**src/rtl/obj_pixel_serializer_if.sv**
```systemverilog
// obj_pixel_serializer_if: control, graphics and pixel signals of one TIA object serializer
interface obj_pixel_serializer_if #(
  parameter int GFX_W = 8,
  parameter int POS_W = 8
);
  logic             pix_en;
  logic             resp;
  logic             hmove;
  logic [3:0]       hm_val;
  logic [2:0]       obj_size;
  logic             reflect;
  logic             gfx_wr;
  logic [GFX_W-1:0] gfx_in;
  logic             gfx_commit;
  logic             vdel;
  logic             pixel_on;
  logic [POS_W-1:0] pos_out;
  modport master (
    output pix_en, resp, hmove, hm_val, obj_size, reflect, gfx_wr, gfx_in, gfx_commit, vdel,
    input  pixel_on, pos_out
  );
  modport slave (
    input  pix_en, resp, hmove, hm_val, obj_size, reflect, gfx_wr, gfx_in, gfx_commit, vdel,
    output pixel_on, pos_out
  );
endinterface

```
**src/rtl/obj_pixel_serializer.sv**
```systemverilog
// obj_pixel_serializer: position counter, motion, copy replication and stretched graphic shift-out
module obj_pixel_serializer #(
  parameter int GFX_W       = 8,
  parameter int LINE_PIXELS = 160,
  parameter int POS_W       = 8
) (
  input logic clk,
  input logic rst_n,
  obj_pixel_serializer_if.slave b
);
  localparam int BW = GFX_W > 1 ? $clog2(GFX_W) : 1;
  localparam logic [BW-1:0] LAST = BW'(GFX_W - 1);
  localparam logic [POS_W-1:0] LAST_POS = POS_W'(LINE_PIXELS - 1);
  localparam logic signed [POS_W+1:0] LP = (POS_W + 2)'(LINE_PIXELS);
  typedef enum logic {IDLE, DRAW} state_t;
  state_t state, state_nx;
  logic [POS_W-1:0] pos, pos_nx, pos_mv;
  logic [GFX_W-1:0] gfx_a, gfx_b, sr, sr_nx;
  logic [BW-1:0] bit_q, bit_nx, nb;
  logic [1:0] sub, sub_nx, smax;
  logic pix, pix_nx, hit, start;
  logic signed [POS_W+1:0] mv;
  assign b.pixel_on = pix;
  assign b.pos_out = pos;
  // Motion result spans -7..LINE_PIXELS+8 before folding back into the line
  assign mv = $signed({2'b00, pos}) + $signed({{(POS_W+1){1'b0}}, b.pix_en})
            - $signed({{(POS_W-2){b.hm_val[3]}}, b.hm_val});
  assign pos_mv = mv[POS_W+1] ? POS_W'(mv + LP) : (mv >= LP ? POS_W'(mv - LP) : POS_W'(mv));
  assign pos_nx = b.resp ? '0 : b.hmove ? pos_mv : b.pix_en ? (pos == LAST_POS ? '0 : pos + 1'b1) : pos;
  assign hit = pos == '0
             || (pos == POS_W'(16) && (b.obj_size == 3'd1 || b.obj_size == 3'd3))
             || (pos == POS_W'(32) && (b.obj_size == 3'd2 || b.obj_size == 3'd3 || b.obj_size == 3'd6))
             || (pos == POS_W'(64) && (b.obj_size == 3'd4 || b.obj_size == 3'd6));
  assign start = b.pix_en && !b.resp && !b.hmove && hit;
  assign smax = b.obj_size == 3'd7 ? 2'd3 : b.obj_size == 3'd5 ? 2'd1 : 2'd0;
  assign nb = bit_q + 1'b1;
  always_comb begin
    state_nx = state;
    bit_nx = bit_q;
    sub_nx = sub;
    sr_nx = sr;
    pix_nx = pix;
    if (start) begin
      state_nx = DRAW;
      sr_nx = b.vdel ? gfx_b : gfx_a;
      bit_nx = '0;
      sub_nx = '0;
      pix_nx = b.reflect ? sr_nx[0] : sr_nx[GFX_W-1];
    end else if (b.pix_en && state == DRAW) begin
      if (sub < smax) sub_nx = sub + 1'b1;
      else if (bit_q == LAST) begin
        state_nx = IDLE;
        sub_nx = '0;
        bit_nx = '0;
        pix_nx = 1'b0;
      end else begin
        sub_nx = '0;
        bit_nx = nb;
        pix_nx = sr[b.reflect ? nb : LAST - nb];
      end
    end
  end
  always_ff @(posedge clk) begin
    if (!rst_n) begin
      state <= IDLE;
      pos <= '0;
      gfx_a <= '0;
      gfx_b <= '0;
      sr <= '0;
      bit_q <= '0;
      sub <= '0;
      pix <= 1'b0;
    end else begin
      state <= state_nx;
      pos <= pos_nx;
      if (b.gfx_wr) gfx_a <= b.gfx_in;
      if (b.gfx_commit) gfx_b <= gfx_a;
      sr <= sr_nx;
      bit_q <= bit_nx;
      sub <= sub_nx;
      pix <= pix_nx;
    end
  end
endmodule

```
**src/flat_wrapper.sv**
```systemverilog
// flat-port wrapper written by rule: the top's interface ports become plain ports
module obj_pixel_serializer_flat 
#(
  parameter int GFX_W       = 8,
  parameter int LINE_PIXELS = 160,
  parameter int POS_W       = 8
)
  (clk, rst_n, b_pix_en, b_resp, b_hmove, b_hm_val, b_obj_size, b_reflect, b_gfx_wr, b_gfx_in, b_gfx_commit, b_vdel, b_pixel_on, b_pos_out);
  obj_pixel_serializer_if #(.GFX_W(GFX_W), .POS_W(POS_W)) b_i ();
  input logic clk;
  input logic rst_n;
  input wire logic [$bits(b_i.pix_en)-1:0] b_pix_en;
  input wire logic [$bits(b_i.resp)-1:0] b_resp;
  input wire logic [$bits(b_i.hmove)-1:0] b_hmove;
  input wire logic [$bits(b_i.hm_val)-1:0] b_hm_val;
  input wire logic [$bits(b_i.obj_size)-1:0] b_obj_size;
  input wire logic [$bits(b_i.reflect)-1:0] b_reflect;
  input wire logic [$bits(b_i.gfx_wr)-1:0] b_gfx_wr;
  input wire logic [$bits(b_i.gfx_in)-1:0] b_gfx_in;
  input wire logic [$bits(b_i.gfx_commit)-1:0] b_gfx_commit;
  input wire logic [$bits(b_i.vdel)-1:0] b_vdel;
  output wire logic [$bits(b_i.pixel_on)-1:0] b_pixel_on;
  output wire logic [$bits(b_i.pos_out)-1:0] b_pos_out;
  assign b_i.pix_en = b_pix_en;
  assign b_i.resp = b_resp;
  assign b_i.hmove = b_hmove;
  assign b_i.hm_val = b_hm_val;
  assign b_i.obj_size = b_obj_size;
  assign b_i.reflect = b_reflect;
  assign b_i.gfx_wr = b_gfx_wr;
  assign b_i.gfx_in = b_gfx_in;
  assign b_i.gfx_commit = b_gfx_commit;
  assign b_i.vdel = b_vdel;
  assign b_pixel_on = b_i.pixel_on;
  assign b_pos_out = b_i.pos_out;
  obj_pixel_serializer #(.GFX_W(GFX_W), .LINE_PIXELS(LINE_PIXELS), .POS_W(POS_W)) u_core (.clk(clk), .rst_n(rst_n), .b(b_i));
endmodule
```
**config.mk**
```make
export PLATFORM = sky130hd
export DESIGN_NAME = obj_pixel_serializer_flat
export DESIGN_NICKNAME = d
export VERILOG_FILES = /design/src/rtl/obj_pixel_serializer_if.sv /design/src/rtl/obj_pixel_serializer.sv /design/src/flat_wrapper.sv
export SDC_FILE = /design/constraint.sdc
export NUM_CORES = 1
export LEC_CHECK = 0
export BUFFER_PORTS_ARGS = -buffer_cell sky130_fd_sc_hd__clkbuf_2
export CORE_MARGIN = 2
export CORE_UTILIZATION = 40
export CTS_BUF_LIST = sky130_fd_sc_hd__clkbuf_16
export CTS_CLUSTER_DIAMETER = 30
export DETAILED_ROUTE_END_ITERATION = 16
export MAX_ROUTING_LAYER = met4
export PLACE_DENSITY = 0.64
export SYNTH_ARGS = -nofsm -noshare
export SYNTH_HDL_FRONTEND = slang
export SYNTH_SLANG_ARGS = --single-unit
```
**constraint.sdc**
```tcl
create_clock -name clk -period 9.3 [get_ports clk]
set_input_delay 0.93 -clock clk [delete_from_list [all_inputs] [get_ports clk]]
set_output_delay 0.93 -clock clk [all_outputs]
set_load 0.05 [all_outputs]
```
# [Word level (Yosys, flattened, before mapping)]
# Cells that the tools add are included.
[totals] regBits=39 output_inout_bits=9 word_cells=81
[op_classes] addsub=8 order_cmp=3 n_eq_ne=13 mux=22 n_bitwise=2 reduce_logical=25
[op_table] op="$mux 8" count=6
[op_table] op="$eq 3x3->1 const B" count=5
[op_table] op="$mux 1" count=11
[op_table] op="$ge 10x9->1 const B" count=1
[op_table] op="$sub 10x4->10" count=1
[op_table] op="$add 8x1->9" count=1
[op_table] op="$add 8x1->8 const B" count=1
[op_table] op="$add 8x8->8 const B" count=1
[op_table] op="$eq 8x5->1 const B" count=1
[op_table] op="$eq 8x6->1 const B" count=1
[op_table] op="$eq 8x7->1 const B" count=1
[op_table] op="$eq 8x8->1 const B" count=1
[op_table] op="$logic_not 8->1" count=1
[op_table] op="$sub 8x8->8 const B" count=1
[op_table] op="$logic_and 1x1->1" count=7
[op_table] op="$logic_or 1x1->1" count=7
[op_table] op="$eq 3x2->1 const B" count=2
[op_table] op="$mux 3" count=2
[op_table] op="$reduce_bool 2->1" count=3
[op_table] op="$lt 3x4->1 const B" count=1
[op_table] op="$mux 2" count=2
[op_table] op="$reduce_and 2->1" count=2
[op_table] op="$reduce_or 2->1" count=2
[op_table] op="$add 3x1->3 const B" count=1
[op_table] op="other kinds (9)" count=11

# [Logic depth before layout (Yosys ltp)]
# Gate-level depths: netlist of the first run.
[depth] word_depth=9 mapped_depth=15 depth_no_buf=15

# [Worst setup path after synthesis of the first run]
# Ideal clock, no wire load.
[synth_path] kind="input to register" from="in b_pix_en" to="reg u_core.pos[6] (netlist: u_core.b.pos_out[6])" setup_ns=0.137 arrival_ns=3.467 setup_slack_ns=5.697 stages=13 n_path_buf=0 path_cell_list="ha_1 > ha_1 > xor2_1 > ha_1 > nor2b_1 > o2111ai_1 > nand3b_1 > xnor2_1 > inv_1 > ha_1 > nand2b_1 > a2111oi_0 > a211oi_1"
[synth_between] elab_chain_cells=6 elab_cells_between_ends=9 cone_classes="add/sub: 4; order compare: 1; mux: 3; reduce/logical: 1"
[synth_rtl] element="from (decl)" line_no="flat_wrapper.sv:12" rtl="input wire logic [$bits(b_i.pix_en)-1:0] b_pix_en;"
[synth_rtl] element="$add 8x1->9" line_no="obj_pixel_serializer.sv:26" rtl="assign mv = $signed({2'b00, pos}) + $signed({{(POS_W+1){1'b0}}, b.pix_en})"
[synth_rtl] element="$sub 10x4->10" line_no="obj_pixel_serializer.sv:27" rtl="- $signed({{(POS_W-2){b.hm_val[3]}}, b.hm_val});"
[synth_rtl] element="$sub 8x8->8 / $ge 10x9->1 (equally long branches)" line_no="obj_pixel_serializer.sv:28" rtl="assign pos_mv = mv[POS_W+1] ? POS_W'(mv + LP) : (mv >= LP ? POS_W'(mv - LP) : POS_W'(mv));"
[synth_rtl] element="$mux 8 (2 in series)" line_no="obj_pixel_serializer.sv:28"
[synth_rtl] element="$mux 8" line_no="obj_pixel_serializer.sv:29" rtl="assign pos_nx = b.resp ? '0 : b.hmove ? pos_mv : b.pix_en ? (pos == LAST_POS ? '0 : pos + 1'b1) : pos;"
[synth_rtl] element="to (signal assigned)" line_no="obj_pixel_serializer.sv:75" rtl="pos <= pos_nx;"
[synth_rtl] element="to (decl)" line_no="obj_pixel_serializer.sv:17" rtl="logic [POS_W-1:0] pos, pos_nx, pos_mv;"
# Parallel ways exist; a longest one is shown, timed or not.
# A chain may end at the register's enable or synchronous reset.

# [Worst setup path after layout of the first run]
# Ends and elaborated chain as after synthesis.

==> results of run 1 <==
power breakdown:
part | total, W | leakage (nW) | switching [W] | internal (W)
clock | 0.000201 | 0.0844 | 0.0000727 | 0.000128
combinational | 0.000103 | 0.912 | 0.0000595 | 0.0000433
sequential | 0.000182 | 0.317 | 0.00000870 | 0.000174
cell families (layout without fill, tap and decap cells):
family / after synthesis / in the layout
buf+inv: 31 / 55
mux: 31 / 31
compound gates: 65 / 65
fa+ha+maj: 20 / 20
flops: 39 / 39
simple gates: 111 / 111
xor+xnor: 16 / 16
synth_stat cells, types with 3 or more instances:
library cell | instances | area [µm²]
clkbuf_1 | 11 | 41.3
nand2b_1 | 3 | 18.8
nand4_1 | 3 | 18.8
a21oi_1 | 19 | 95.1
a21o_1 | 3 | 22.5
dfxtp_1 | 39 | 781
and3_1 | 5 | 31.3
nand3b_1 | 4 | 30.0
nor3b_1 | 3 | 22.5
nand2_1 | 13 | 48.8
nor2b_1 | 29 | 181
a211oi_1 | 7 | 52.6
ha_1 | 19 | 238
nand3_1 | 11 | 55.1
o21a_1 | 3 | 22.5
xor2_1 | 4 | 35.0
buf_2 | 3 | 15.0
o21ai_0 | 7 | 35.0
inv_1 | 14 | 52.6
nor3_1 | 3 | 15.0
mux2i_1 | 28 | 280
mux4_2 | 3 | 67.6
a31oi_1 | 4 | 25.0
nor2_1 | 29 | 109
xnor2_1 | 12 | 105
worst reg2reg max path: stages, from the launching register on:
cell,delay (ns)
dfxtp_1,0.49
ha_1,0.20
ha_1,0.21
nand3_1,0.11
xnor2_1,0.16
ha_1,0.36
a21o_1,0.21
nand2_1,0.09
nand3b_1,0.09
xnor2_1,0.32
inv_1,0.14
ha_1,0.34
nand2b_1,0.14
a2111oi_0,0.42
a211oi_1,0.09
final cells by class:
| cell class | count | area share (%) |
|---|---|---|
| Clock buffer | 5 | 4.10 |
| Clock inverter | 3 | 1.56 |
| Inverter | 14 | 1.72 |
| Multi-Input combinational cell | 243 | 58.4 |
| Sequential cell | 39 | 25.6 |
| Tap cell | 77 | 3.16 |
| Timing Repair Buffer | 33 | 5.50 |
metal layers:
metal	track usage [%]	vias to the layer above
li1	-	1167
met3	3.66	2
met5	-	-
met4	3.46	0
met2	26.4	48
met1	22.7	1024
through the flow:
step                      total power (W)  hold slack (ns)  setup slack, ns  cell area, µm²
final                            0.000486            0.491             5.38            3050
after detailed placement         0.000288            0.479             5.14            2880
after floorplan                  0.000265            0.453             5.70            2690
after CTS                        0.000490            0.491             5.42            3050
after global placement           0.000287            0.470             5.22            2880
after global routing             0.000509            0.530             5.21            3050
cell usage in the layout (no fill, tap or decap), types with 3 or more instances in the layout:
| cell | n |
|---|---|
| a211oi_1 | 7 |
| a21o_1 | 3 |
| a21oi_1 | 19 |
| a31oi_1 | 4 |
| and3_1 | 5 |
| clkbuf_16 | 5 |
| clkbuf_2 | 32 |
| dfxtp_1 | 39 |
| ha_1 | 19 |
| inv_1 | 14 |
| mux2i_1 | 28 |
| mux4_2 | 3 |
| nand2_1 | 13 |
| nand2b_1 | 3 |
| nand3_1 | 11 |
| nand3b_1 | 4 |
| nand4_1 | 3 |
| nor2_1 | 29 |
| nor2b_1 | 29 |
| nor3_1 | 3 |
| nor3b_1 | 3 |
| o21a_1 | 3 |
| o21ai_0 | 7 |
| xnor2_1 | 12 |
| xor2_1 | 4 |
worst max path at each step:
| stage | startpoint | end |
|---|---|---|
| final | b_pix_en | u_core.b.pos_out[6]$_SDFFE_PP0P_ |
| after global routing | b_pix_en | u_core.b.pos_out[6]$_SDFFE_PP0P_ |
| after CTS | b_pix_en | u_core.b.pos_out[6]$_SDFFE_PP0P_ |
| after detailed placement | b_pix_en | u_core.b.pos_out[6]$_SDFFE_PP0P_ |
| after global placement | b_pix_en | u_core.b.pos_out[6]$_SDFFE_PP0P_ |
| after floorplan | b_pix_en | u_core.b.pos_out[6]$_SDFFE_PP0P_ |
state kept, by name (all words and copies together), names as in the netlist:
signal / count
u_core.gfx_a: 8
u_core.b.pixel_on: 1
u_core.sr: 8
u_core.bit_q: 3
u_core.sub: 2
u_core.b.pos_out: 8
u_core.gfx_b: 8
u_core.state: 1
==> impl_metrics.yaml, run 1 <==
cells_and_area:
  seqCellArea_um2: 781
  syn2layout_area_growth_pct: 13.5
  final_nets: 380
  final_cells: 414
  n_fill_cell: 622
  multi_input_area_um2: 1780
  drive_gt1_share_pct: 14.8
  diodes: 0
  finish.utilization_pct: 47.5
yosys:
  synth-xor-area-share_pct: 5.21
  yosys.area_share.simple_pct: 22.1
  syn_nets: 357
  synth_mux_area_share_pct: 12.9
  synth_top_family_by_area: "simple AND/OR/NAND/NOR gates"
  syn_area_um2: 2690
  ys_seq_area_share_pct: 29.1
  synth_fa_ha_area_share_pct: 9.59
  synth_area_per_cell_um2: 8.59
  ys.flop_type: "dfxtp_1"
  synth_warnings: 0
  netlist_instances: 313
  synthArstFlopShare_pct: 0
  synth.distinct_cells: 52
  ys_ff_latch: 39
  synth_compound_area_share_pct: 16.4
  synth_edf_count: 0
routing:
  wl_per_cell_um: 13.7
  drtPass1Iterations: 5
  wl_met1_um: 2900
  vias: 2241
  drc_errors: 0
  wl_um: 5650
  vias_per_cell: 5.41
  top_layer_used: "met4"
  antenna_left: 0
  wl_met3_um: 240
  routed-wl-met2_um: 2490
  drtIter0Drc: 118
critical_path:
  cp_data_arrival_time_ns: 4.07
  path_buf_inv: 2
  critPathKind: "in -> reg"
  slowest_stage: "a2111oi_0"
  max_stage_delay_ns: 0.42
  cp.depth: 14
  rr_startpoint: "u_core.b.pos_out[0]$_SDFFE_PP0P_"
  path_cells: "clkbuf_2 -> ha_1 -> ha_1 -> xor2_1 -> ha_1 -> nor2b_1 -> o2111ai_1 -> nand3b_1 -> xnor2_1 -> inv_1 -> ha_1 -> nand2b_1 -> a2111oi_0 -> a211oi_1"
  cp.required_ns: 9.46
  crit_fanout: 13
  path_delay_family: "adder cells"
  reg2reg_slack_ns: 5.79
  cp-end-kind: "flop"
  r2r_cells: 14
  regToRegEndpoint: "u_core.b.pos_out[6]$_SDFFE_PP0P_"
  cp-start-kind: "primary input"
  cpMostUsedCell: "ha_1"
pwr:
  power.leakage_nw: 1.31
  p_per_area_nw_per_um2: 159
  ir_drop_v: 0.000125
sta:
  drv_slew: 0
  max_freq_ghz: 0.255
  setup_tns_ns: 0
  fin_skew_ns: 0.00386
  setup_violations: 0
  tightest_slew_ns: 0.487
  maxSlewHeadroom_pct: 67.3
  fin_crit_sh_pct: 42.1
  finalHoldViolCount: 0
  finalCriticalPeriod_ns: 3.92
  rsz0062_at_grt: "false"
floorplan:
  core-area_um2: 6420
  die_area_um2: 7390
  rows: 29
  die_w_um: 86.0
  ios: 33
  initial_core_util_pct: 41.8
  fp.dieH_um: 86.0
cts:
  cts_root_buf: "clkbuf_16"
  h-tree-depth: 2
  holdBufCountCts: 0
  numCtsBuffers: 5
  cts-resized-gates: 0
  clk_pin_slew_worst_paths_ns: 0.06
  clk_latency_ns: 0.29
  clk_path_buf_depth: 2
  cts_setup_buffers: 0
  cts_tree: "built"
  cts_sinks: 39
outcome:
  run_status: "completed"
placed_design:
  port_buffers: 32
  gp_congestion: 0.855
  dpl.cell_count: 406
  dpl.hpwl_um: 4260
hold_path:
  min_path_cells: 2
  hold_end: "u_core.bit_q[1]$_SDFFE_PP0P_"
  min_from: "u_core.bit_q[1]$_SDFFE_PP0P_"
  min_path_type: "reg -> reg"
global_routing:
  antenna_found_initial: 0
  overflow: 0
  grt_max_degree: 30
  grt_pass1_vias: 2132
  grt_use_total_pct: 16.9
  grt_pass1_wl_um: 9880
run:
  maxCapViolCount: 0
Note: power is estimated with default switching activity, not from simulation.
==> run 2: changes to the inputs <==
- ABC_AREA: not set -> 1
- PLACE_DENSITY: 0.64 -> 0.66
- clock period: 9.3 -> 3.3 ns (I/O delays scaled with it)
==> impl_metrics.yaml, run 2 <==
sta:
  finalCriticalPeriod_ns: 2.84
  rsz0062_at_grt: "false"
  whs_ns: 0.268
  finalHoldViolCount: 0
  maxSlewHeadroom_pct: 72.7
  fin_crit_sh_pct: 86.0
  layout_setup_ws_ns: 0.462
  setup_tns_ns: 0
  setup_violations: 0
  fin_skew_ns: 0.00424
  tightest_slew_ns: 0.407
  max_freq_ghz: 0.352
  drv_slew: 0
critical_path:
  cp.required_ns: 3.47
  path_buf_inv: 2
  cp-end-kind: "flop"
  path_delay_family: "adder cells"
  cp_data_arrival_time_ns: 3.01
  cp-start-kind: "flop"
  cpMostUsedCell: "ha_1"
  path_cells: "ha_1 -> nand3_1 -> nor3_1 -> xor2_1 -> ha_1 -> a21oi_1 -> nand4_1 -> nand2_2 -> inv_1 -> ha_1 -> o21ai_0 -> inv_1 -> o211ai_1 -> a21oi_1"
  critPathKind: "reg -> reg"
  crit_fanout: 6
  slowest_stage: "dfxtp_1"
  max_stage_delay_ns: 0.43
routing:
  wl_per_cell_um: 11.4
  wl_met1_um: 2770
  top_layer_used: "met4"
  drtPass1Iterations: 4
  vias_per_cell: 5.04
  routed-wl-met2_um: 2550
  wl_met3_um: 355
  wl_um: 5740
  antenna_left: 0
  vias: 2544
  drtIter0Drc: 126
  drc_errors: 0
cells_and_area:
  layout_common_cells: "80 x nand2_1, 60 x inv_1, 59 x nor2_1, 39 x dfxtp_1, 34 x o21ai_0"
  drive_gt1_share_pct: 12.4
  final_common_cell: "nand2_1"
  syn2layout_area_growth_pct: 14.1
  final_nets: 471
  diodes: 0
floorplan:
  rows: 29
  initial_core_util_pct: 41.3
  ios: 33
  die_w_um: 85.0
  core-area_um2: 6350
  die_area_um2: 7220
  fp.dieH_um: 85.0
pwr:
  ir_drop_v: 0.000291
  power.leakage_nw: 1.47
  p_per_area_nw_per_um2: 421
yosys:
  synth_edf_count: 0
  ys_ff_latch: 39
  ys_seq_area_share_pct: 29.8
  yosysTopAreaCell: "dfxtp_1"
  synth_most_common_cell: "nand2_1"
  yosysTopAreaCellShare_pct: 29.8
  syn_nets: 438
  synthArstFlopShare_pct: 0
  synth_warnings: 0
  ys.flop_type: "dfxtp_1"
  syn_area_um2: 2620
  netlist_instances: 394
  synth.distinct_cells: 38
  synth_area_per_cell_um2: 6.65
  netlist_top_cells_area: "dfxtp_1 30%, nand2_1 11%, ha_1 9.1%"
  synth_common_cells: "80 x nand2_1, 60 x inv_1, 59 x nor2_1"
cts:
  holdBufCountCts: 0
  cts_tree: "built"
  numCtsBuffers: 5
  clk_latency_ns: 0.28
  cts_sinks: 39
  clk_path_buf_depth: 2
  clk_pin_slew_worst_paths_ns: 0.06
  cts_root_buf: "clkbuf_16"
  cts_setup_buffers: 0
  h-tree-depth: 2
  cts-resized-gates: 0
global_routing:
  overflow: 0
  grt_pass1_wl_um: 10200
  grt_use_total_pct: 17.7
  grt_pass1_vias: 2311
  grt_max_degree: 20
  antenna_found_initial: 0
run:
  maxCapViolCount: 0
placed_design:
  pre_cts_ws_ns: 0.365
  port_buffers: 32
  dpl.hpwl_um: 4510
  gp_congestion: 0.870
hold_path:
  min_path_type: "in -> reg"
outcome:
  run_status: "completed"
run 2: cell types whose count changed in the layout (fill, tap and decap cells not counted), moves of 26 or more:
cell | previous run | this run
nor2_1 | 29 | 59
nor2b_1 | 29 | 0
inv_1 | 14 | 60
nand2_1 | 13 | 80
o21ai_0 | 7 | 34
mux2i_1 | 28 | 2
run 2: worst register-to-register path: cells and delay by family, from the launching register on:
kind | cells | cell delay [ns]
adder cells (fa/ha/maj) | 3 | 0.79
flip-flops | 1 | 0.43
XOR/XNOR | 1 | 0.19
AO/OA/AOI/OAI | 4 | 0.60
AND/OR/NAND/NOR | 4 | 0.62
buffers and inverters | 2 | 0.11
run 2: cell type report:
class | count | area (µm²)
clock buffers | 5 | 125
clock inverters | 3 | 20.0
fillers | 662 | 3360
inverters | 63 | 238
multi-input cells | 286 | 1570
flip-flops and latches | 39 | 781
well taps | 77 | 96.3
repair buffers | 32 | 160
run 2: per-layer routing:
metal  GRT usage [%]  vias up
met4            4.76        0
met5               -        -
met1            23.2     1123
met2            27.4       62
met3            4.09        6
li1                -     1353
run 2: cells by family (layout without fill, tap and decap cells):
group	after synthesis	after routing	synth area share [%]
flops	39	39	29.8
compound gates	74	74	16.8
simple gates	180	180	29.2
buf+inv	69	103	10.3
xor+xnor	10	10	3.34
mux	2	2	0.764
fa+ha+maj	20	20	9.83
run 2: per-stage QoR:
step                utilization, %  power (W)  instance area [µm²]  cells
floorplan                        -   0.000730                 2620    394
global placement              44.8   0.000797                 2850    497
detailed placement            44.8   0.000801                 2850    497
CTS                           47.1    0.00128                 2990    505
global route                  47.1    0.00134                 2990    505
finish                        47.1    0.00126                 2990    505
run 2: path summary, 6_finish.rpt:
check                              startpoint                                to  slack (ns)  depth (start not counted)
min reg2reg      u_core.gfx_b[3]$_SDFFE_PN0P_         u_core.sr[3]$_SDFFE_PN0P_        0.47                          2
min                               b_gfx_in[4]      u_core.gfx_a[4]$_SDFFE_PN0P_        0.27                          3
max reg2reg  u_core.b.pos_out[0]$_SDFFE_PP0P_  u_core.b.pos_out[6]$_SDFFE_PP0P_        0.46                         14
max          u_core.b.pos_out[0]$_SDFFE_PP0P_  u_core.b.pos_out[6]$_SDFFE_PP0P_        0.46                         14
run 2: report_power, final:
| part | leakage (nW) | switching (W) | internal (W) |
|---|---|---|---|
| clock | 0.0674 | 0.000191 | 0.000278 |
| combinational | 1.09 | 0.000177 | 0.0000954 |
| sequential | 0.320 | 0.0000215 | 0.000497 |
